`config.mk`:
```
export PLATFORM = sky130hd
export DESIGN_NAME = data_memory
export DESIGN_NICKNAME = d
export VERILOG_FILES = /design/src/rtl/data_memory_pkg.sv /design/src/rtl/data_memory.sv
export SDC_FILE = /design/constraint.sdc
export NUM_CORES = 2
export LEC_CHECK = 0
export BUFFER_PORTS_ARGS = -buffer_cell sky130_fd_sc_hd__buf_2
export CAP_MARGIN = 20
export CORE_UTILIZATION = 65
export CTS_CLUSTER_DIAMETER = 50
export CTS_CLUSTER_SIZE = 25
export DETAILED_ROUTE_END_ITERATION = 7
export PLACE_DENSITY = 0.89
export SLEW_MARGIN = 30
export SYNTH_ARGS = -nofsm -noshare
export SYNTH_HDL_FRONTEND = slang
export SYNTH_SLANG_ARGS = --single-unit
```
`constraint.sdc`:
```
create_clock -name clk -period 208.3 [get_ports clk]
set_input_delay 10.415 -clock clk [delete_from_list [all_inputs] [get_ports clk]]
set_output_delay 10.415 -clock clk [all_outputs]
set_load 0.02 [all_outputs]
```
`src/rtl/data_memory_pkg.sv`:
```
// Shared constants for the pipeline data memory: word width and default depth.
package data_memory_pkg;

  localparam int WORD_SIZE      = 32;
  localparam int MEM_DEPTH_LOG2 = 6;

  function automatic int mem_words(input int depth_log2);
    return 1 << depth_log2;
  endfunction

endpackage

```
`src/rtl/data_memory.sv`:
```
// Word-addressed data RAM for the memory stage: combinational read, synchronous
// full-word write, whole-array clear on asynchronous reset.
module data_memory #(
  parameter int WORD_SIZE  = data_memory_pkg::WORD_SIZE,
  parameter int DEPTH_LOG2 = data_memory_pkg::MEM_DEPTH_LOG2
) (
  input  logic                 clk,
  input  logic                 rst,
  input  logic                 WE,
  input  logic [WORD_SIZE-1:0] WD,
  input  logic [WORD_SIZE-1:0] A,
  output logic [WORD_SIZE-1:0] RD
);
  import data_memory_pkg::*;

  localparam int DEPTH = mem_words(DEPTH_LOG2);

  logic [WORD_SIZE-1:0]  r_mem [DEPTH];
  logic [DEPTH_LOG2-1:0] w_idx;
  logic                  w_unused_addr_bits;

  // Byte offset and bits above the array size are dropped, so addresses wrap.
  assign w_idx              = A[DEPTH_LOG2+1:2];
  assign w_unused_addr_bits = ^{A[WORD_SIZE-1:DEPTH_LOG2+2], A[1:0]};

  always_ff @(posedge clk or posedge rst) begin
    if (rst) begin
      for (int i = 0; i < DEPTH; i++) begin
        r_mem[i] <= '0;
      end
    end else if (WE) begin
      r_mem[w_idx] <= WD;
    end
  end

  // The array is already zero during reset; gating keeps RD clean from the first instant.
  assign RD = rst ? '0 : r_mem[w_idx];

endmodule

```
==> results.toml <==
[global_route]
globalRouteOverflowTotal = 0
grt_usage = 0.4221
antenna_found_initial = 11
grt_pass1_vias = 67810
grt_max_degree = 193
grt_pass1_wl_mm = 443.4

[setup_path]
criticalPathCategory = "input pin to output port"
reg2reg_depth = 1
cp_max_fo = 57
r2r_slack_ns = 207.43
cp.arrival_ns = 15.68
r2r_end = "r_mem[1539]$_DFFE_PP0P_"
start_kind = "input pin"
required_ns = 197.89
r2r-start = "r_mem[1539]$_DFFE_PP0P_"
crit_path_end_kind = "output port"

[routing]
wirelength_mm = 302.0
drt_iter0_markers = 10180
ant_nets = 0
highest_layer = "met5"
m1WireLength_mm = 102.4
dr_wl_met3_mm = 45.33
vias = 66610
route.met2.wl_mm = 127.4
viasPerCell = 7.821
drt_pass1_iterations = 7
drc_errors = 0
wl_per_cell_um = 35.46

[yosys]
syn_inst = 6900
ys_seq_area_frac = 0.5551
ys_ff_latch = 2048
synth_top_cell_by_area = "dfrtp_1"
synth.top_cells.by_count = "mux2_2, dfrtp_1, a221oi_1, nor2_1, clkbuf_1"
synth_area_um2 = 92320
syn_area_per_cell_um2 = 13.38
synth_edf_count = 0
yosysMostFrequentCell = "mux2_2"
synthTopCellsByArea = "dfrtp_1, mux2_2, a221oi_1"
async_flop_share = 1.000
synth_cell_types = 56
synth_ff_type = "dfrtp_1"
yosys_warnings = 0
synth_nets = 6967
synth.top_cell.area_share = 0.5551

[min_path]
min_from = "r_mem[459]$_DFFE_PP0P_"
hold-path-cell-count = 1
min_to = "r_mem[459]$_DFFE_PP0P_"
hold_path_class = "register to register"

[clock_tree]
cts_tree = "built"
postCtsSetupRepairBufs = 0
clock_sinks = 2048
cts.clk_slew.worst_paths_ns = 0.06
clock_latency_ns = 0.85
htreeDepth = 4
clock_path_buffers = 3
cts_root_buf = "clkbuf_16"
cts_resized = 0
cts_inserted_buffers = 152
postCtsHoldBufs = 0

[status]
status = "complete, no violations"

[finish]
largestRegisters = "r_mem (2048)"
largest_reg_flops = 2048
fin_nets = 6571
fill_cells = 8561
top_register = "r_mem"
drive_above_1_share = 0.4149
final_cell_area_um2 = 99030
syn2layout_area_growth_pct = 7.268

[die]
die_width_um = 378.9
pin_count = 99
coreArea_um2 = 140200
die_h_um = 378.9
start_util = 0.6584
die_area_um2 = 143500
rows = 137

[placed_design]
dpl_cell_area_um2 = 93420
port_buffers = 72
hpwl_mm = 159.4
place.gp.congestion = 0.8814

[power_and_ir_drop]
p_leak_nw = 45.77
worst_ir_drop_vdd_v = 0.000009637
p_per_area_nw_per_um2 = 9.295

[sta]
max_slew_margin = 0.2507
timing.setup.tns_ns = 0
layout_min_cycle_time_ns = 26.10
fin_crit_sh = 0.1253
fmax_mhz = 38.32
clock_skew_ns = 0
hold_viol_final = 0
finalSetupViolations = 0
drv_slew = 0
rsz0062_at_grt = "false"
tightest_slew_ns = 1.121

[job]
maxCapViolations = 0
[critical path, cell delays in order]
cell and delay, ns:
buf_8 0.34, buf_4 0.47, and2_4 0.53, buf_12 0.31
buf_4 0.61, buf_4 0.83, a221oi_1 0.22, nor2_1 0.27
o21ai_0 0.16, o2111a_1 0.19, a31oi_1 0.66, buf_2 0.30
[cell usage in the layout, fill, tap and decap left out, drive strengths merged, types with 37 or more instances in the layout]
cell | Yosys | routed
buf | 427 | 228
a221o | 37 | 37
o22ai | 45 | 45
mux2i | 80 | 80
a221oi | 686 | 686
a22oi | 109 | 109
clkbuf | 351 | 173
a21oi | 46 | 46
dfrtp | 2048 | 2048
mux2 | 2159 | 2159
nor2 | 367 | 367
inv | 5 | 63
nand2 | 104 | 104
o21ai | 188 | 188
a22o | 41 | 41
[worst max path at each step]
stage / startpoint / endpoint / slack, ns / depth (start not counted)
global placement: A[2] / RD[30] / 182.46 / 11
floorplan: rst / r_mem[0]$_DFFE_PP0P_ / 115.92 / 2
global route: A[2] / RD[30] / 182.30 / 12
detailed placement: A[2] / RD[30] / 182.48 / 11
CTS: A[2] / RD[24] / 182.44 / 11
finish: A[2] / RD[30] / 182.21 / 12
[kinds of logic after synthesis]
kind of cell	count (synthesis)	share of synthesized area
AOI/OAI and AO/OA	1262	0.1079
buffers and inverters	783	0.03733
DFF	2048	0.5551
muxes	2249	0.2745
and+or+nand+nor	558	0.02520
[final cells by class]
cell class | instances | area [um^2] | share of cell area
clock buffer | 173 | 4079 | 0.04119
sequential | 2048 | 51250 | 0.5175
timing repair buffer | 228 | 1933 | 0.01952
clock inverter | 110 | 1306 | 0.01319
antenna | 7 | 17.52 | 0.0001769
inverter | 5 | 41.29 | 0.0004169
multi-input combinational | 4069 | 38060 | 0.3843
tap | 1876 | 2347 | 0.02370
[per-stage QoR]
stage | hold WS, ns | power, W | std cells | utilization | worst slack (ns)
CTS | 0.4973 | 0.0009142 | 8505 | 0.7046 | 182.44
detailed placement | 0.4788 | 0.0006000 | 8222 | 0.6662 | 182.48
finish | 0.4946 | 0.0009205 | 8516 | 0.7063 | 182.21
global route | 0.5128 | 0.0009456 | 8511 | 0.7062 | 182.30
floorplan | 0.4585 | 0.0005700 | 6900 | - | 115.92
global placement | 0.4675 | 0.0005878 | 8219 | 0.6655 | 182.46
[per-layer routing]
layer	global-route usage	vias up
met4	0.3065	14
met2	0.6009	5747
met5	0.001372	-
li1	-	25080
met1	0.5228	34040
met3	0.1668	1720
[where the power goes]
part / internal [W] / switching [W] / total [W] / leakage (nW)
registers: 0.000450 / 0.0000305 / 0.000480 / 27.2
logic: 0.0000570 / 0.0000626 / 0.000120 / 16.0
clock network: 0.000157 / 0.000164 / 0.000320 / 2.59
total: 0.000663 / 0.000257 / 0.000920 / 45.8
No activity file was read; power rests on OpenSTA's default activity.
